### config.mk
export PLATFORM = sky130hd
export DESIGN_NAME = async_ring_ctrl_flat
export DESIGN_NICKNAME = d
export VERILOG_FILES = /design/src/rtl/async_ring_ctrl_if.sv /design/src/rtl/async_ring_ctrl.sv /design/src/flat_wrapper.sv
export SDC_FILE = /design/constraint.sdc
export NUM_CORES = 1
export LEC_CHECK = 0
export BUFFER_PORTS_ARGS = -buffer_cell sky130_fd_sc_hd__buf_2
export CORE_MARGIN = 1.5
export CORE_UTILIZATION = 48
export CTS_BUF_LIST = sky130_fd_sc_hd__clkbuf_2 sky130_fd_sc_hd__clkbuf_4 sky130_fd_sc_hd__clkbuf_8
export CTS_CLUSTER_SIZE = 20
export DETAILED_ROUTE_END_ITERATION = 8
export PLACE_DENSITY = 0.74
export SYNTH_ARGS = -nofsm -noshare
export SYNTH_HDL_FRONTEND = slang
export SYNTH_SLANG_ARGS = --single-unit
### constraint.sdc
create_clock -name clk -period 3.35 [get_ports clk]
set_clock_uncertainty 0.1 [all_clocks]
set_input_delay 0 -clock clk [delete_from_list [all_inputs] [get_ports clk]]
set_output_delay 0 -clock clk [all_outputs]
set_load 0.01 [all_outputs]
### src/rtl/async_ring_ctrl_if.sv
// -----------------------------------------------------------------------------
// async_ring_ctrl_if
//
// Bundles the host-side control/status of the ring sequencer together with the
// 4-phase request/acknowledge pair that runs into the self-timed pipeline.
//
// Signals
//   start        host -> ctrl   single-cycle pulse, begins a run when idle
//   num_tokens   host -> ctrl   tokens to launch, sampled on accepted start
//   ring_ack     pipe -> ctrl   asynchronous acknowledge from pipeline output
//   ring_req     ctrl -> pipe   registered request into pipeline input
//   busy         ctrl -> host   high while a run is in progress
//   done         ctrl -> host   single-cycle pulse at run end
//   err          ctrl -> host   sticky error flag
//   tokens_done  ctrl -> host   completed tokens in current/last run
//   total_cycles ctrl -> host   busy cycles of current/last run, saturating
//   max_lat      ctrl -> host   worst per-token round trip, saturating
//
// Modports
//   slave  : the sequencer itself
//   master : the environment (host registers plus pipeline)
// -----------------------------------------------------------------------------
interface async_ring_ctrl_if #(
  parameter int CNT_W = 16
) ();

  logic             start;
  logic [CNT_W-1:0] num_tokens;
  logic             ring_req;
  logic             ring_ack;
  logic             busy;
  logic             done;
  logic             err;
  logic [CNT_W-1:0] tokens_done;
  logic [CNT_W-1:0] total_cycles;
  logic [CNT_W-1:0] max_lat;

  modport slave (
    input  start,
    input  num_tokens,
    input  ring_ack,
    output ring_req,
    output busy,
    output done,
    output err,
    output tokens_done,
    output total_cycles,
    output max_lat
  );

  modport master (
    output start,
    output num_tokens,
    output ring_ack,
    input  ring_req,
    input  busy,
    input  done,
    input  err,
    input  tokens_done,
    input  total_cycles,
    input  max_lat
  );

endinterface

### src/rtl/async_ring_ctrl.sv
// -----------------------------------------------------------------------------
// async_ring_ctrl
//
// Synchronous sequencer for the self-timed inverter-chain pipeline. On an
// accepted start it launches num_tokens tokens through a 4-phase
// return-to-zero handshake (req up, ack up, req down, ack down), synchronising
// the pipeline acknowledge into the clk domain first. It reports the number of
// completed tokens, total busy cycles and the worst per-token round trip.
//
// Parameters
//   SYNC_STAGES  flops in the ring_ack synchroniser (values below 2 use 2)
//   CNT_W        width of the token count and every cycle counter
//   TIMEOUT      cycles a handshake phase may last before the run aborts
//
// Ports
//   clk    system clock
//   rst_n  asynchronous active-low reset
//   bus    async_ring_ctrl_if.slave (host control/status + ring handshake)
// -----------------------------------------------------------------------------
module async_ring_ctrl #(
  parameter int SYNC_STAGES = 2,
  parameter int CNT_W       = 16,
  parameter int TIMEOUT     = 1023
) (
  input  logic              clk,
  input  logic              rst_n,
  async_ring_ctrl_if.slave  bus
);

  // A single flop gives no metastability settling time, so the chain never
  // gets shorter than two stages.
  localparam int SYNC_N = (SYNC_STAGES < 2) ? 2 : SYNC_STAGES;

  // The phase counter starts at 0 on entry, so its last permitted value is
  // TIMEOUT-1; a phase therefore lasts at most TIMEOUT cycles.
  localparam logic [CNT_W-1:0] PHASE_LAST = CNT_W'(TIMEOUT - 1);

  typedef enum logic [1:0] {
    ST_IDLE,
    ST_RISE,
    ST_FALL,
    ST_FIN
  } state_t;

  state_t           state;
  logic [SYNC_N-1:0] sync_q;
  logic             ack_s;

  logic             ring_req_q;
  logic             busy_q;
  logic             done_q;
  logic             err_q;
  logic [CNT_W-1:0] tokens_done_q;
  logic [CNT_W-1:0] total_cycles_q;
  logic [CNT_W-1:0] max_lat_q;

  logic [CNT_W-1:0] target;     // token count latched on accepted start
  logic [CNT_W-1:0] phase_cnt;  // cycles spent in the current state
  logic [CNT_W-1:0] tok_cnt;    // cycles spent on the current token

  logic [CNT_W:0]   next_done;  // one bit wider so the compare cannot wrap
  logic             more_tokens;
  logic             phase_expired;

  function automatic logic [CNT_W-1:0] sat_inc(input logic [CNT_W-1:0] v);
    return (&v) ? v : v + 1'b1;
  endfunction

  // ---------------------------------------------------------------------------
  // ring_ack synchroniser. ring_ack is never looked at anywhere else.
  // ---------------------------------------------------------------------------
  // NOTE: sequential state uses non-blocking assignments so every flop in the
  // chain samples the value its neighbour held before the edge.
  always_ff @(posedge clk or negedge rst_n) begin
    if (!rst_n) begin
      sync_q <= '0;
    end else begin
      sync_q <= {sync_q[SYNC_N-2:0], bus.ring_ack};
    end
  end

  assign ack_s = sync_q[SYNC_N-1];

  // ---------------------------------------------------------------------------
  // Small decode feeding the state machine.
  // ---------------------------------------------------------------------------
  assign next_done     = {1'b0, tokens_done_q} + 1'b1;
  assign more_tokens   = next_done < {1'b0, target};
  assign phase_expired = phase_cnt == PHASE_LAST;

  // ---------------------------------------------------------------------------
  // Sequencer. Every output is a flop so the pipeline and the host only ever
  // see glitch-free levels.
  // ---------------------------------------------------------------------------
  always_ff @(posedge clk or negedge rst_n) begin
    if (!rst_n) begin
      state          <= ST_IDLE;
      ring_req_q     <= 1'b0;
      busy_q         <= 1'b0;
      done_q         <= 1'b0;
      err_q          <= 1'b0;
      tokens_done_q  <= '0;
      total_cycles_q <= '0;
      max_lat_q      <= '0;
      target         <= '0;
      phase_cnt      <= '0;
      tok_cnt        <= '0;
    end else begin
      done_q <= 1'b0;

      if (busy_q) begin
        total_cycles_q <= sat_inc(total_cycles_q);
      end

      case (state)
        ST_IDLE: begin
          if (bus.start) begin
            if (ack_s) begin
              // The pipeline still holds a token from an earlier run: refuse
              // to start, leaving the previous results untouched.
              err_q  <= 1'b1;
              done_q <= 1'b1;
            end else begin
              err_q          <= 1'b0;
              busy_q         <= 1'b1;
              tokens_done_q  <= '0;
              total_cycles_q <= '0;
              max_lat_q      <= '0;
              target         <= bus.num_tokens;
              phase_cnt      <= '0;
              tok_cnt        <= CNT_W'(1);
              if (bus.num_tokens == '0) begin
                state <= ST_FIN;
              end else begin
                state      <= ST_RISE;
                ring_req_q <= 1'b1;
              end
            end
          end
        end

        ST_RISE: begin
          tok_cnt <= sat_inc(tok_cnt);
          if (ack_s) begin
            state      <= ST_FALL;
            ring_req_q <= 1'b0;
            phase_cnt  <= '0;
          end else if (phase_expired) begin
            err_q      <= 1'b1;
            ring_req_q <= 1'b0;
            state      <= ST_FIN;
            phase_cnt  <= '0;
          end else begin
            phase_cnt <= phase_cnt + 1'b1;
          end
        end

        ST_FALL: begin
          tok_cnt <= sat_inc(tok_cnt);
          if (!ack_s) begin
            // Handshake complete. tok_cnt already includes this exit cycle.
            tokens_done_q <= next_done[CNT_W-1:0];
            if (tok_cnt > max_lat_q) begin
              max_lat_q <= tok_cnt;
            end
            phase_cnt <= '0;
            if (more_tokens) begin
              state      <= ST_RISE;
              ring_req_q <= 1'b1;
              tok_cnt    <= CNT_W'(1);
            end else begin
              state <= ST_FIN;
            end
          end else if (phase_expired) begin
            err_q     <= 1'b1;
            state     <= ST_FIN;
            phase_cnt <= '0;
          end else begin
            phase_cnt <= phase_cnt + 1'b1;
          end
        end

        ST_FIN: begin
          ring_req_q <= 1'b0;
          done_q     <= 1'b1;
          busy_q     <= 1'b0;
          phase_cnt  <= '0;
          state      <= ST_IDLE;
        end

        default: begin
          state      <= ST_IDLE;
          ring_req_q <= 1'b0;
          busy_q     <= 1'b0;
        end
      endcase
    end
  end

  assign bus.ring_req     = ring_req_q;
  assign bus.busy         = busy_q;
  assign bus.done         = done_q;
  assign bus.err          = err_q;
  assign bus.tokens_done  = tokens_done_q;
  assign bus.total_cycles = total_cycles_q;
  assign bus.max_lat      = max_lat_q;

endmodule

### src/flat_wrapper.sv
// flat-port wrapper written by rule: the top's interface ports become plain ports
module async_ring_ctrl_flat 
#(
  parameter int SYNC_STAGES = 2,
  parameter int CNT_W       = 16,
  parameter int TIMEOUT     = 1023
)
  (clk, rst_n, bus_start, bus_num_tokens, bus_ring_ack, bus_ring_req, bus_busy, bus_done, bus_err, bus_tokens_done, bus_total_cycles, bus_max_lat);
  async_ring_ctrl_if #(.CNT_W(CNT_W)) bus_i ();
  input  logic clk;
  input  logic rst_n;
  input wire logic [$bits(bus_i.start)-1:0] bus_start;
  input wire logic [$bits(bus_i.num_tokens)-1:0] bus_num_tokens;
  input wire logic [$bits(bus_i.ring_ack)-1:0] bus_ring_ack;
  output wire logic [$bits(bus_i.ring_req)-1:0] bus_ring_req;
  output wire logic [$bits(bus_i.busy)-1:0] bus_busy;
  output wire logic [$bits(bus_i.done)-1:0] bus_done;
  output wire logic [$bits(bus_i.err)-1:0] bus_err;
  output wire logic [$bits(bus_i.tokens_done)-1:0] bus_tokens_done;
  output wire logic [$bits(bus_i.total_cycles)-1:0] bus_total_cycles;
  output wire logic [$bits(bus_i.max_lat)-1:0] bus_max_lat;
  assign bus_i.start = bus_start;
  assign bus_i.num_tokens = bus_num_tokens;
  assign bus_i.ring_ack = bus_ring_ack;
  assign bus_ring_req = bus_i.ring_req;
  assign bus_busy = bus_i.busy;
  assign bus_done = bus_i.done;
  assign bus_err = bus_i.err;
  assign bus_tokens_done = bus_i.tokens_done;
  assign bus_total_cycles = bus_i.total_cycles;
  assign bus_max_lat = bus_i.max_lat;
  async_ring_ctrl #(.SYNC_STAGES(SYNC_STAGES), .CNT_W(CNT_W), .TIMEOUT(TIMEOUT)) u_core (.clk(clk), .rst_n(rst_n), .bus(bus_i));
endmodule
Word level (Yosys, flattened, before mapping)
Index checks and enable logic that the tools add are counted.
{ "totals": {"regBits": 104, "output_inout_bits": 52, "word_cells": 96} }
{ "classes": {"addsub": 4, "magnitude_cmp": 2, "n_eq_ne": 13, "muxes": 49, "bitwise": 1, "n_reduce_logical": 15} }
{ "op_table": {"columns": ["cell", "n"], "rows": [
  ["$mux W16", 18],
  ["$pmux W16 S2", 2],
  ["$pmux W16 S4", 1],
  ["$add A16 B1 Y16 const B", 3],
  ["$pmux W16 S3", 1],
  ["$reduce_and A16 Y1", 2],
  ["$add A16 B1 Y17 const B", 1],
  ["$lt A17 B16 Y1", 1],
  ["$eq A16 B10 Y1 const B", 1],
  ["$gt A16 B16 Y1", 1],
  ["$logic_not A16 Y1", 1],
  ["$mux W1", 15],
  ["$mux W2", 7],
  ["$ne A2 B2 Y1 const B", 5],
  ["$reduce_and A3 Y1", 3],
  ["$pmux W2 S4", 1],
  ["$reduce_and A4 Y1", 2],
  ["$ne A2 B1 Y1 const B", 3],
  ["$reduce_and A6 Y1", 1],
  ["$reduce_and A5 Y1", 1],
  ["$eq A2 B2 Y1 const B", 2],
  ["$pmux W1 S2", 2],
  ["$pmux W1 S4", 1],
  ["$reduce_bool A2 Y1", 2],
  ["7 further kinds", 7]
]} }

Longest topological paths before layout
{ "logic_depth": {"ltp_word": 6, "ltp_mapped": 15, "ltp_nobuf": 14} }

Least setup slack after synthesis
No wires, ideal clock.
{ "synth_path": {"kind": "register to register", "start": "register u_core.tokens_done_q[0], in the netlist u_core.bus.tokens_done[0]", "end": "register u_core.tok_cnt[10]", "arrival_ps": 3131, "required_time_ps": 3146, "path_slack_ps": 15, "path_stages_with_launch": 15, "path_buffers": 0, "period_less_slack_ps": 3335, "cell_sequence": "dfrtp_1 > ha_1 > nand3_2 > or2_1 > nor2_1 > nand3_1 > xnor2_1 > ha_1 > nand2_1 > o21ai_0 > a21oi_1 > and4_1 > nor3_4 > nand2_2 > o311ai_1"} }
{ "synth_between": {"elab_chain_cells": 5} }
{ "synth_lines": {"columns": ["element", "line", "text"], "rows": [
  ["start: declaration", "async_ring_ctrl.sv:53", "logic [CNT_W-1:0] tokens_done_q;"],
  ["start signal: assignment", "async_ring_ctrl.sv:162", "tokens_done_q <= next_done[CNT_W-1:0];"],
  ["$add A16 B1 Y17", "async_ring_ctrl.sv:87", "assign next_done = {1'b0, tokens_done_q} + 1'b1;"],
  ["$lt A17 B16 Y1", "async_ring_ctrl.sv:88", "assign more_tokens = next_done < {1'b0, target};"],
  ["$mux W16", "async_ring_ctrl.sv:167", "if (more_tokens) begin"],
  ["$mux W16", "async_ring_ctrl.sv:160", "if (!ack_s) begin"],
  ["$pmux W16 S3", "async_ring_ctrl.sv:115", "case (state)"],
  ["end signal: assignment", "async_ring_ctrl.sv:143", "tok_cnt <= sat_inc(tok_cnt);"],
  ["end signal: assignment", "async_ring_ctrl.sv:159", "tok_cnt <= sat_inc(tok_cnt);"],
  ["end: declaration", "async_ring_ctrl.sv:59", "logic [CNT_W-1:0] tok_cnt;"]
]} }
No other way between the ends.
A chain may end at the register's enable or synchronous reset.

Final worst setup path
{ "layout_path": {"start": "register u_core.tokens_done_q[4], in the netlist u_core.bus.tokens_done[4]", "end": "register u_core.tok_cnt[1]"} }
The elaborated chain is that of the path after synthesis.

==> results.ini <==
[global_route]
grt_pass1_vias=5208
grt_pass1_wl_um=24600
antenna_found_initial=0
grt.overflow.total=0
grt_start_max_net_pins=57
groute.usage.overall_pct=23.6

[status]
violations=negative setup slack
status=finished with violations

[placement]
dp.cells=910
numPortBuffers=71
place_hpwl_um=10700
dpl_cell_area_um2=6680
gp_congestion=0.890

[clock_network]
clk_pin_slew_ps=100
clockRootBuffer=clkbuf_8
clock_sinks=104
cts_buffers=9
cts_max_path_buffers=2
htreeDepth=3
clk_latency_ps=390
tritoncts=done

[drt]
routed_wl_um=15300
vias_per_cell=5.73
wire_per_inst_um=16.1
drt_iter0_markers=481
num_vias=5469
drtAntennaViolNets=0
drcViolationCount=0
dr.pass1.iters=5

[cells_and_area]
register_area_um2=2600
nets=842
fillers=994
area_delta_synth_final_pct=22.1
fin_area_um2=7300
stdcell_count=954
finish.utilization_pct=60.6
multiInputGateArea_um2=3230
n_antenna_cell=0
drive_gt1_share_pct=20.0

[sta]
clock.fmax_mhz=297
min_period_ps=3360
worst_pin_slew_ps=1020
slew_violations=0
finalSetupViolations=2
fin_ws_ps=-14.3
relSlewSlack_pct=31.4
fin_crit_sh_pct=100
finalHoldViolCount=0

[floorplan]
dieArea_um2=13100
core-area_um2=12100
die_w_um=115
die_height_um=115
core.rowCount=40
start_util_pct=49.6
pin_count=72

[synthesis]
synth-edff-count=0
synth-main-ff-cell=dfrtp_1
synth_top_area_share_pct=43.5
post_synth_most_frequent_cells=dfrtp_1 (104), nand2_1 (92), inv_1 (50)
synth.area.top_cells=dfrtp_1 (44%), ha_1 (8.4%), nand2_1 (5.8%)
syn_inst=667
synth_adder_area_share_pct=8.37
synth_area_um2=5980
synth_top_family_by_area=simple AND/OR/NAND/NOR gates
ys_types=54
async_flop_share_pct=100
syn_area_per_cell_um2=8.97
yosysTopAreaCell=dfrtp_1
synth_mux_area_share_pct=0.711
yosysWarnings=0
syn-num-nets=727
synth-simple-area-share_pct=21.3
synth_xor_area_share_pct=4.69
synth-seq-cells=104
synth-compound-area-share_pct=16.7
synth.most_common_cell=dfrtp_1
yosysSeqAreaShare_pct=43.5

[pwr]
p_per_area_nw_per_um2=560
swShare_pct=38.5
clockPowerShare_pct=21.7
pwr-share-seq_pct=39.3
p_sw_mw=1.58
internal-power_mw=2.51
vdd_drop_max_mv=0.263
leakagePower_nw=3.47
pwr-share-comb_pct=39.0

[worst_setup_path]
worstSetupEndpointType=flop
reg2reg_from=u_core.bus.tokens_done[4]
rr_endpoint=u_core.tok_cnt[1]
crit_required_ps=3530
worstSetupPathType=reg2reg
timing.critical_path.fanout_max=5
startpoint=u_core.bus.tokens_done[4]
crit_arrival_ps=3540
r2r_cells=16
startpoint_type=flop
r2r_setup_slack_ps=-10

[job]
timing.max_cap.violations=0

[hold_path]
hold_class=in2async

cells by family after synthesis:
logic type                 after synthesis
xor gates and xnor gates                32
muxes                                    4
buffers and inverters                   74
AOI/OAI and AO/OA                      155
DFF                                    104
and+or+nand+nor                        258
adders and majority gates               40
sequential cells by signal, summed over array words and instances, names as in the netlist:
| signal | flops |
|---|---|
| u_core.phase_cnt | 16 |
| u_core.bus.max_lat | 16 |
| u_core.bus.done | 1 |
| u_core.sync_q | 2 |
| u_core.bus.busy | 1 |
| u_core.bus.ring_req | 1 |
| u_core.bus.total_cycles | 16 |
| u_core.target | 16 |
| u_core.bus.tokens_done | 16 |
| u_core.bus.err | 1 |
| u_core.tok_cnt | 16 |
| u_core.state | 2 |
through the flow:
step	power [mW]	hold slack, ps	setup TNS (ps)	setup slack, ps
detailed placement	3.10	9.32	-100	-49.8
floorplan	2.62	-396	0	14.7
global placement	3.03	1.55	0	82.5
global route	4.36	131	-977	-100
CTS	4.02	127	0	22.3
finish	4.09	119	-17.0	-14.3
worst max-delay path by stage:
stage / to / slack (ps) / cells after the start
finish: u_core.tok_cnt[1] / -10 / 16
floorplan: u_core.tok_cnt[10] / 10 / 14
CTS: u_core.tok_cnt[8] / 20 / 15
global route: u_core.tok_cnt[6] / -100 / 16
global placement: u_core.tok_cnt[8] / 80 / 15
detailed placement: u_core.tok_cnt[8] / -50 / 15
critical path: stages, from the launching register on:
cell	delay [ps]
dfrtp_1	430
nand3_2	140
nor3_2	200
and3_1	220
and3_4	200
and3_4	190
xor2_1	160
ha_1	280
a211oi_2	190
nand2_1	90
a21oi_2	200
and4_4	270
nor3_4	40
buf_6	140
buf_4	130
a21boi_1	120
a21o_1	160
metal layers:
layer / global-route usage [%] / vias up / share of wire [%] / routed length, um
li1: - / 2593 / - / -
met5: 0 / - / 0 / 0
met3: 4.34 / 28 / 5.4 / 827
met1: 30.8 / 2658 / 44 / 6760
met2: 38.9 / 190 / 48 / 7430
met4: 9.33 / 0 / 2.0 / 311
placed cells by master, fill, tap and decap left out, types with 23 or more instances in the layout:
cell type,instances
xor2_1,23
a21oi_1,25
dfrtp_1,103
buf_4,36
inv_1,50
nand2_1,92
nor2_1,45
ha_1,40
o21ai_0,40
nand3_1,32
buf_2,70
power by group through the flow:
stage	Combinational (mW)	Clock, mW	Sequential [mW]
floorplan	0.977	0	1.64
global placement	1.41	0	1.62
detailed placement	1.47	0	1.63
CTS	1.50	0.913	1.61
global route	1.77	0.961	1.64
finish	1.60	0.889	1.61
cell type report:
type / count / area share, %
multi-input cells: 489 / 44.2
clock buffers: 12 / 2.18
well taps: 168 / 2.88
flip-flops and latches: 104 / 35.6
repair buffers: 128 / 11.7
clock inverters: 3 / 0.891
inverters: 50 / 2.57
what timing repair did:
action,CTS,global route
hold buffers,19,0
buffers inserted,0,10
hold endpoints to repair,73,0
pin swaps,0,11
gates resized for setup,1,27
setup endpoints to repair,4,17
Note: power is estimated with default switching activity, not from simulation.
